`src/rtl/imem_fetch_ctrl.sv`:
```
// imem_fetch_ctrl: instruction fetch sequencer with a prefetch FIFO and a redirect flush.
// The IMEM_FETCH_PERF_EN macro adds fetch and flush performance counters.
module imem_fetch_ctrl #(
    parameter logic [31:0] RESET_PC   = 32'h0000_0000,
    parameter int          FIFO_DEPTH = 2
) (
    input  logic        clk,
    input  logic        rst_n,
    output logic        mem_req_o,
    output logic [31:0] mem_addr_o,
    input  logic        mem_gnt_i,
    input  logic        mem_rvalid_i,
    input  logic [31:0] mem_rdata_i,
    output logic        instr_valid_o,
    output logic [31:0] instr_o,
    output logic [31:0] instr_pc_o,
    input  logic        instr_ready_i,
    input  logic        redirect_i,
    input  logic [31:0] redirect_pc_i
`ifdef IMEM_FETCH_PERF_EN
    ,
    output logic [31:0] perf_fetch_cnt_o,
    output logic [31:0] perf_flush_cnt_o
`endif
);
    localparam int AW = $clog2(FIFO_DEPTH);
    localparam int CW = AW + 1;

    typedef enum logic [1:0] {BOOT, FETCH, DRAIN} state_e;

    state_e        state_q, state_d;
    logic          pend_q, pend_d, stale_q, stale_d;
    logic [31:0]   pc_q, pc_d, addr_q, rsp_pc_q, rsp_pc_d, new_pc;
    logic [CW-1:0] out_q, out_d, disc_q, disc_d, cnt_q, cnt_d;
    logic [AW-1:0] rd_q, wr_q;
    logic [31:0]   data_q [FIFO_DEPTH];
    logic [31:0]   fpc_q  [FIFO_DEPTH];
    logic          gnt, push, pop;

    // A held request keeps its latched address; otherwise the fetch PC is presented.
    assign mem_req_o     = pend_q || (state_q == FETCH &&
                           ({1'b0, out_q} + {1'b0, cnt_q}) < (CW + 1)'(FIFO_DEPTH));
    assign mem_addr_o    = pend_q ? addr_q : pc_q;
    assign gnt           = mem_req_o && mem_gnt_i;
    assign instr_valid_o = cnt_q != '0;
    assign instr_o       = data_q[rd_q];
    assign instr_pc_o    = fpc_q[rd_q];
    assign pop           = instr_valid_o && instr_ready_i && !redirect_i;
    assign push          = mem_rvalid_i && disc_q == '0 && !redirect_i;
    assign new_pc        = {redirect_pc_i[31:2], 2'b00};

    // Every request still in flight at a redirect belongs to the old stream and is discarded.
    always_comb begin
        out_d    = out_q + CW'(gnt) - CW'(mem_rvalid_i);
        disc_d   = redirect_i ? out_d
                 : disc_q + CW'(gnt && stale_q) - CW'(mem_rvalid_i && disc_q != '0);
        cnt_d    = redirect_i ? '0 : cnt_q + CW'(push) - CW'(pop);
        pc_d     = redirect_i ? new_pc : (gnt && !stale_q) ? pc_q + 32'd4 : pc_q;
        rsp_pc_d = redirect_i ? new_pc : push ? rsp_pc_q + 32'd4 : rsp_pc_q;
        pend_d   = mem_req_o && !mem_gnt_i;
        stale_d  = pend_d && (stale_q || redirect_i);
        state_d  = disc_d != '0 ? DRAIN : FETCH;
    end

    always_ff @(posedge clk or negedge rst_n) begin
        if (!rst_n) begin
            state_q  <= BOOT;
            pend_q   <= 1'b0;
            stale_q  <= 1'b0;
            pc_q     <= RESET_PC;
            addr_q   <= RESET_PC;
            rsp_pc_q <= RESET_PC;
            out_q    <= '0;
            disc_q   <= '0;
            cnt_q    <= '0;
            rd_q     <= '0;
            wr_q     <= '0;
            for (int i = 0; i < FIFO_DEPTH; i++) begin
                data_q[i] <= '0;
                fpc_q[i]  <= '0;
            end
        end else begin
            state_q  <= state_d;
            pend_q   <= pend_d;
            stale_q  <= stale_d;
            pc_q     <= pc_d;
            addr_q   <= mem_addr_o;
            rsp_pc_q <= rsp_pc_d;
            out_q    <= out_d;
            disc_q   <= disc_d;
            cnt_q    <= cnt_d;
            if (push) begin
                data_q[wr_q] <= mem_rdata_i;
                fpc_q[wr_q]  <= rsp_pc_q;
            end
            rd_q <= redirect_i ? '0 : rd_q + AW'(pop);
            wr_q <= redirect_i ? '0 : wr_q + AW'(push);
        end
    end

`ifdef IMEM_FETCH_PERF_EN
    always_ff @(posedge clk or negedge rst_n) begin
        if (!rst_n) begin
            perf_fetch_cnt_o <= '0;
            perf_flush_cnt_o <= '0;
        end else begin
            perf_fetch_cnt_o <= perf_fetch_cnt_o + 32'(push);
            perf_flush_cnt_o <= perf_flush_cnt_o + 32'(redirect_i);
        end
    end
`endif
endmodule

```
`config.mk`:
```
export PLATFORM = sky130hd
export DESIGN_NAME = imem_fetch_ctrl
export DESIGN_NICKNAME = d
export VERILOG_FILES = /design/src/rtl/imem_fetch_ctrl.sv
export SDC_FILE = /design/constraint.sdc
export NUM_CORES = 1
export LEC_CHECK = 0
export CELL_PAD_IN_SITES_DETAIL_PLACEMENT = 1
export CELL_PAD_IN_SITES_GLOBAL_PLACEMENT = 1
export CORE_MARGIN = 3
export CORE_UTILIZATION = 44
export DETAILED_ROUTE_END_ITERATION = 12
export GPL_TIMING_DRIVEN = 0
export PLACE_DENSITY_LB_ADDON = 0.1
export SYNTH_ARGS = -nofsm -noshare
export SYNTH_HDL_FRONTEND = slang
export SYNTH_SLANG_ARGS = --single-unit
```
`constraint.sdc`:
```
create_clock -name clk -period 3.4 [get_ports clk]
set_clock_uncertainty 0.05 [all_clocks]
set_input_delay 0.68 -clock clk [delete_from_list [all_inputs] [get_ports clk]]
set_output_delay 0.68 -clock clk [all_outputs]
set_load 0.05 [all_outputs]
```
# After elaboration in Yosys (flattened, before gate mapping)

Index checks and enable logic that the tools add are counted.

Output and inout bits: 98
Bits in registers: 236
Memory bits (writable): 0
Bits in latches: 0
Memory bits (read-only): 0
Word-level logic and storage cells: 76
Input port bits: 70
Memories: 0

Reductions and logical operators: 23
Muxes and demuxes: 20
Shifts and indexed selects: 0
$lt $le $gt $ge: 4
Add/subtract/negate cells: 11
Equal/unequal tests: 1
Bitwise logic cells: 2
Multiply operators: 0
Div/mod/pow operators: 0

Operators with widths:

| operator                                                 | number |
|---|---|
| 2-to-1 mux 32 bit                                        | 12 |
| bitwise mux 64 bit                                       | 2 |
| adder 32 x 3 -> 32 bit, second input constant            | 2 |
| demux 32 bit (select 1 bit)                              | 1 |
| logical AND 1 bit                                        | 12 |
| nonzero test 2 bit                                       | 5 |
| adder 2 x 1 -> 2 bit                                     | 3 |
| 2-to-1 mux 2 bit                                         | 3 |
| subtractor 2 x 1 -> 2 bit                                | 3 |
| greater-or-equal comparator 2 bit, second input constant | 2 |
| NOT 1 -> 2 bit                                           | 2 |
| adder 2 x 2 -> 3 bit                                     | 1 |
| zero test 1 bit                                          | 3 |
| < comparator 3 x 2 -> 1 bit, second input constant       | 1 |
| adder 1 bit                                              | 2 |
| equality test 2 x 1 -> 1 bit, second input constant      | 1 |
| zero test 2 bit                                          | 1 |
| logical OR 1 bit                                         | 2 |
| < comparator 2 x 1 -> 1 bit, second input constant       | 1 |
| 2-to-1 mux 1 bit                                         | 2 |

# Longest topological paths before layout

Gate-level depths: netlist (run 1).

Depth after elaboration: 11
Mapped depth: 13
Gate-level depth less buffers: 13

# Worst setup path before layout (run 1)

No wires, ideal clock.

Kind: register to register
Start point: register out_q[0]
End point: register state_q[1]
Slack: 0.206 ns
Cell stages (with the launch flop): 12
Library setup time: 0.124 ns
Arrival time: 3.021 ns
Period minus slack after synthesis: 3.194 ns
Buffers on the path: 0
Cell sequence: dfrtp_1 -> and2_1 -> fa_1 -> nor4b_4 -> nor2_1 -> inv_1 -> nand3_1 -> ha_1 -> inv_1 -> ha_1 -> mux2_2 -> a211o_1

Word-level cells in the longest chain between the ends: 11
Elaborated cells on any way between the ends: 13
Those cells by class: add/sub: 5; order compare: 1; mux: 2; reduce/logical: 5

RTL lines:

| what                            | RTL line | RTL |
|---|---|---|
| start: declaration              | 34       | `logic [CW-1:0] out_q, out_d, disc_q, disc_d, cnt_q, cnt_d;` |
| start signal: assignment        | 89       | `out_q <= out_d;` |
| adder 2 x 2 -> 3 bit (*)        | 42       | `({1'b0, out_q} + {1'b0, cnt_q}) < (CW + 1)'(FIFO_DEPTH));` |
| < comparator 3 x 2 -> 1 bit (*) | 42       |  |
| logical AND 1 bit (*)           | 41       | `assign mem_req_o = pend_q \|\| (state_q == FETCH &&` |
| logical OR 1 bit (*)            | 41       |  |
| via mem_req_o                   | 9        | `output logic mem_req_o,` |
| logical AND 1 bit (*)           | 44       | `assign gnt = mem_req_o && mem_gnt_i;` |
| logical AND 1 bit               | 56       | `: disc_q + CW'(gnt && stale_q) - CW'(mem_rvalid_i && disc_q != '0);` |
| adder 2 x 1 -> 2 bit            | 56       |  |
| subtractor 2 x 1 -> 2 bit       | 56       |  |
| 2-to-1 mux 2 bit (*)            | 55       | `disc_d = redirect_i ? out_d` |
| via disc_d[0]                   | 34       |  |
| nonzero test 2 bit (*)          | 62       | `state_d = disc_d != '0 ? DRAIN : FETCH;` |
| 2-to-1 mux 2 bit (*)            | 62       |  |
| via state_d[1]                  | 31       | `state_e state_q, state_d;` |
| end signal: assignment          | 83       | `state_q <= state_d;` |
| end: declaration                | 31       |  |

Mark *: on every way through the listed nets, which the timed path passes. The rest lies on a longest branch.
A chain may end at the register's enable or synchronous reset.

# Worst setup path after layout (run 1)

Start point: input port mem_rvalid_i
End point: register data_q[33] (netlist name)

Word-level cells in the longest chain between the ends: 2

RTL lines:

| what                            | RTL line | RTL |
|---|---|---|
| start: declaration              | 12       | `input logic mem_rvalid_i,` |
| logical AND 1 bit (2 in series) | 49       | `assign push = mem_rvalid_i && disc_q == '0 && !redirect_i;` |
| end signal: indexed assignment  | 93       | `data_q[wr_q] <= mem_rdata_i;` |
| end: declaration                | 36       | `logic [31:0] data_q [FIFO_DEPTH];` |

No other way between the ends.

==> results of run 1 <==
final cells by class:
cell class | count | area, µm²
inverters | 12 | 45.0
flip-flops and latches | 228 | 5710
clock buffers | 39 | 801
well taps | 319 | 399
multi-input cells | 526 | 4720
plain buffers | 42 | 210
clock inverters | 9 | 154
fillers | 2408 | 9860
repair buffers | 164 | 1720
flip-flops by register name, indices dropped and copies added (netlist names), 30 cells and up:
register / count
addr_q: 32
data_q: 64
fpc_q: 60
pc_q: 30
rsp_pc_q: 30
synth_stat cells, drive strengths merged (3+ instances only):
cell type	n
a211oi	5
a21boi	16
a21oi	12
and2	7
and3	14
and4	6
buf	22
clkbuf	21
dfrtp	228
ha	9
inv	12
mux2	234
nand2	29
nand2b	8
nand3	20
nand4	23
nor2	28
nor2b	3
nor3	13
nor4	6
o21ai	11
xnor2	38
xor2	19
power by group:
group	leakage (nW)	internal [mW]	switching, mW	total [mW]
sequential	2.78	3.59	0.514	4.11
clock	0.469	1.93	1.12	3.05
combinational	2.73	2.14	2.97	5.10
routing by layer:
metal | vias up | share of wire [%]
met2 | 145 | 50
li1 | 3268 | -
met5 | - | 0
met3 | 42 | 4.0
met4 | 0 | 2.3
met1 | 3637 | 44
cell usage in the layout, fill, tap and decap left out, types with 12 or more instances in the layout:
cell type and count:
xor2_1 19, nand4_1 20, a21oi_1 12, dfrtp_1 228, clkdlybuf4s50_1 137, mux2_2 234
and3_1 14, buf_2 12, dlymetal6s2s_1 24, nand2_1 29, nor2_1 28, nand3_1 19
inv_1 12, xnor2_1 38, clkbuf_1 13, clkbuf_16 27
worst max-delay path by stage:
stage,end,slack [ps],cells past startpoint,start
2_1_floorplan,state_q[1],210,11,out_q[0]
3_3_place_gp,fpc_q[25],-8410,1,rst_n
3_5_place_dp,fpc_q[55],-490,7,mem_rvalid_i
4_1_cts,instr_pc_o[28],0.8,3,rd_q
5_1_grt,data_q[36],-30,7,mem_rvalid_i
6_report,data_q[33],110,7,mem_rvalid_i
metrics by stage:
stage               cells  utilization, %  hold slack (ps)  area (µm²)  power [mW]
global route         1339            58.2              223       13800        12.9
global placement     1291            53.7              422       12700        9.20
detailed placement   1292            53.9              430       12700        9.30
CTS                  1339            57.9              202       13700        12.4
floorplan             809               -              334       10700        7.68
finish               1339            58.2              166       13800        12.3
kinds of logic after synthesis:
group,after synthesis,synth area share (%)
muxes,235,24.8
DFF,228,53.6
and+or+nand+nor,164,9.76
AOI/OAI and AO/OA,58,3.69
xor gates and xnor gates,57,4.69
buffers and inverters,55,2.18
adders and majority gates,10,1.25
other,1,0.0352
worst register-to-register path, delay by kind of cell, from the launching register on:
| family | cells | cell delay, ps |
|---|---|---|
| compound gates | 1 | 260 |
| flops | 1 | 390 |
| buf+inv | 2 | 150 |
| xor+xnor | 2 | 320 |
| fa+ha+maj | 3 | 940 |
| simple gates | 5 | 930 |
timing repair:
item | 4_1_cts | 5_1_grt
pin swaps | 0 | 1
endpoints found under the setup margin | 88 | 121
resized for setup | 13 | 46
==> out/results.ini, run 1 <==
[global_routing]
met3_usage_pct = 3.21
antenna_found_initial = 0
first_global_vias = 7915
met2_usage_pct = 36.0
grt_pass1_wl_um = 43800
overflow = 0
gr-usage-met1_pct = 28.0
grt.busiest_layer = met2
grtUsageTotal_pct = 20.9
grt_start_max_net_pins = 117

[clocking]
clk-insertion-delay-late_ps = 530
cts_setup_buffers = 0
cts_buffer_depth = 3
ctsHoldBuffers = 0
numCtsBuffers = 26
cts_max_level = 1
clkSinkCount = 228
clockRootBuffer = clkbuf_16
clk_pin_slew_worst_paths_ps = 60
cts_tree = yes

[worst_setup_path]
cp-start-kind = input pin
reg2reg_slack_ps = 260
worstPathMaxFanout = 10
worstPathArrival_ps = 3640
reg2reg_depth = 13
r2r_end = state_q[1]
crit_required_ps = 3750
slowest_stage = clkdlybuf4s50_1
critPathTopFamily = buffers and inverters
crit_buf_inv = 3
crit_chain = clkdlybuf4s50_1 -> nor3b_4 -> and2_2 -> ha_1 -> clkbuf_1 -> buf_1 -> mux2_2
worstSetupPathType = in -> reg
slowest_delay_ps = 550
reg2reg_from = out_q[0]
end_kind = flop

[placed_design]
place_ws_ps = -492
place_hpwl_um = 19000
place_congestion = 0.816
portBuffers = 163

[route]
vias_per_cell = 5.30
post_drt_wl_per_cell_um = 20.1
drc = 0
num_vias = 7092
drt_iter0_drc = 292
dr.pass1.iters = 4
wl_um = 26900
postRouteAntennaNets = 0

[synthesis]
synth_warnings = 0
synth_cells = 808
ys_types = 55
syn_avg_cell_area_um2 = 13.2
yosysTopAreaCellShare_pct = 53.6
syn-cell-area_um2 = 10700
synth_top_flop_cell = dfrtp_1
ys_ff_latch = 228
async_flop_share_pct = 100
ys_top_cells_by_area = dfrtp_1 (54%), mux2_2 (25%), xnor2_1 (3.1%)
synth_largest_area_cell = dfrtp_1
ys_seq_area_share_pct = 53.6
synth_edf_count = 0

[sta]
clock.fmax_mhz = 304
period_share_pct = 96.7
worst_pin_slew_ps = 863
rsz0062_at_grt = true
hold_viol = 0
relSlewSlack_pct = 42.5
tns_ps = 0
worst_slack_ps = 113
min_period_ps = 3290
drv_slew = 0
setup_viol = 0

[floorplanning]
fp.dieH_um = 162
initial_core_util_pct = 45.1
io_pins = 168
rows = 56
die-area_um2 = 26100
core_area_um2 = 23600
dieWidth_um = 162

[final_layout]
diodes = 0
drive_above_1_share_pct = 32.5
area_delta_synth_final_pct = 29.1
nets = 1080

[power]
powerDensity_nw_per_um2 = 891
ir_drop_mv = 0.714
p_leak_nw = 5.98

[hold_path]
hp-class = in -> async

[run_status]
status = completed

[flow_run]
max_cap_viol_count = 0

No activity file was read; power rests on OpenSTA's default activity.
==> inputs of run 2 (changes only) <==
--- a/config.mk
+++ b/config.mk
@@ -8,10 +8,11 @@
 export CELL_PAD_IN_SITES_DETAIL_PLACEMENT = 1
 export CELL_PAD_IN_SITES_GLOBAL_PLACEMENT = 1
 export CORE_MARGIN = 3
-export CORE_UTILIZATION = 44
+export CORE_UTILIZATION = 47
 export DETAILED_ROUTE_END_ITERATION = 12
 export GPL_TIMING_DRIVEN = 0
 export PLACE_DENSITY_LB_ADDON = 0.1
+export SLEW_MARGIN = 20
 export SYNTH_ARGS = -nofsm -noshare
 export SYNTH_HDL_FRONTEND = slang
 export SYNTH_SLANG_ARGS = --single-unit
==> constraint.sdc (replaced) <==
create_clock -name clk -period 4.2 [get_ports clk]
set_clock_uncertainty 0.05 [all_clocks]
set_input_delay 0.84 -clock clk [delete_from_list [all_inputs] [get_ports clk]]
set_output_delay 0.84 -clock clk [all_outputs]
set_load 0.05 [all_outputs]
==> run 2 against run 1 <==
Final cell count decreased by 2.9%. Critical path depth shrank 1. Worst setup slack better by 160 ps. Count of clock-buffer cells in the layout decreased by 3. Via count grew 0.61%. Global-route usage increased by 1.7 points. Register-to-register slack better by 750 ps. Non-clock buffer count increased by 3.
==> out/results.ini, run 2 (synthesized netlist as in run 1, its figures left out) <==
[power]
powerDensity_nw_per_um2 = 712
total_power_mw = 9.61
p_comb_share_pct = 43.5
switchingPower_mw = 3.74
sw_frac_of_total_pct = 38.9
p_leak_nw = 5.65
ir_drop_mv = 0.430
p_clk_share_pct = 21.9
internal-power_mw = 5.87
p_seq_share_pct = 34.6

[run_status]
status = completed

[worst_setup_path]
end_kind = output pin
worstPathArrival_ps = 3040
slowest_delay_ps = 810
worstSetupPathType = reg -> out
reg2reg_from = out_q[0]
cp-start-kind = flop
r2r_end = state_q[0]
crit_chain = and2_1 -> fa_1 -> nor4b_4 -> nor2_1 -> inv_1 -> clkdlybuf4s50_1
critPathTopFamily = buffers and inverters
reg2reg_depth = 13
crit_buf_inv = 2
worstPathMaxFanout = 5
slowest_stage = clkdlybuf4s50_1
crit_required_ps = 3310
reg2reg_slack_ps = 1010

[route]
drc = 0
vias_per_cell = 5.49
wl_um = 27400
drt_iter0_drc = 252
post_drt_wl_per_cell_um = 21.1
dr.pass1.iters = 4
num_vias = 7135
postRouteAntennaNets = 0

[sta]
tns_ps = 0
rsz0062_at_grt = false
period_share_pct = 93.6
relSlewSlack_pct = 51.3
hold_viol = 0
min_period_ps = 3930
worst_pin_slew_ps = 730
setup_viol = 0
drv_slew = 0
clock.fmax_mhz = 254

[final_layout]
largest_reg_flops = 64
nets = 1082
largest-register = data_q
drive_above_1_share_pct = 30.1
final_core_util_pct = 61.3
final_common_cell = mux2_2
area_delta_synth_final_pct = 26.8
reg_top3 = data_q x64, fpc_q x60, addr_q x32
diodes = 0
final_cell_mix = mux2_2 (234), dfrtp_1 (228), clkdlybuf4s50_1 (162)

[clocking]
cts_buffer_depth = 3
cts_tree = yes
numCtsBuffers = 25
clk-insertion-delay-late_ps = 510
clockRootBuffer = clkbuf_16
cts_resized = 0
clkSinkCount = 228
clk_pin_slew_worst_paths_ps = 60
cts_setup_buffers = 0
cts_max_level = 1
ctsHoldBuffers = 0

[global_routing]
first_global_vias = 7937
overflow = 0
antenna_found_initial = 0
grtUsageTotal_pct = 22.6
grt_start_max_net_pins = 74
grt_pass1_wl_um = 43800

[placed_design]
place_congestion = 0.769
place_hpwl_um = 19800
portBuffers = 163

[hold_path]
hp-class = in -> async

[floorplanning]
core_area_um2 = 22000
initial_core_util_pct = 48.4
die-area_um2 = 24500
rows = 54
dieWidth_um = 157
io_pins = 168
fp.dieH_um = 157

[flow_run]
max_cap_viol_count = 0

[run 2: area by class of cell]
type                       count  area [µm²]
buffer                        43         188
clock buffer                  36         707
clock inverter                 9        75.1
fill                        2165        8520
inverter                      12        45.0
multi-input combinational    526        4720
sequential                   228        5710
tap                          280         350
timing repair buffer         166        1720
[run 2: stage by stage]
stage / hold slack (ps) / cells / instance area [µm²] / setup slack (ps)
6_report: 167 / 1300 / 13500 / 270
3_5_place_dp: 428 / 1255 / 12700 / 208
3_3_place_gp: 420 / 1252 / 12600 / -7690
4_1_cts: 171 / 1300 / 13500 / 222
2_1_floorplan: 425 / 809 / 10700 / 1010
5_1_grt: 178 / 1300 / 13500 / 107
[run 2: worst max-delay path by stage]
stage               startpoint          to  slack [ps]  depth (start not counted)
finish                out_q[0]   mem_req_o         270                          6
global route          out_q[0]   mem_req_o         110                          6
CTS                   out_q[0]   mem_req_o         220                          6
detailed placement  redirect_i    cnt_q[0]         210                          9
global placement         rst_n   fpc_q[48]       -7690                          1
floorplan             out_q[0]  state_q[1]        1010                         11
[run 2: power groups by stage]
stage               registers (mW)  clock network (mW)  logic [mW]
floorplan                     3.21                   0        3.00
global placement              3.32                   0        4.10
detailed placement            3.37                   0        4.19
CTS                           3.34                2.16        4.23
global route                  3.43                2.25        4.41
finish                        3.33                2.11        4.18
[run 2: per-layer routing]
| layer | vias up | wire length (µm) | global-route usage (%) |
|---|---|---|---|
| li1 | 3261 | - | - |
| met1 | 3662 | 11700 | 29.6 |
| met2 | 170 | 13800 | 39.6 |
| met3 | 42 | 1250 | 3.26 |
| met4 | 0 | 724 | 5.50 |
| met5 | - | 0 | 0 |
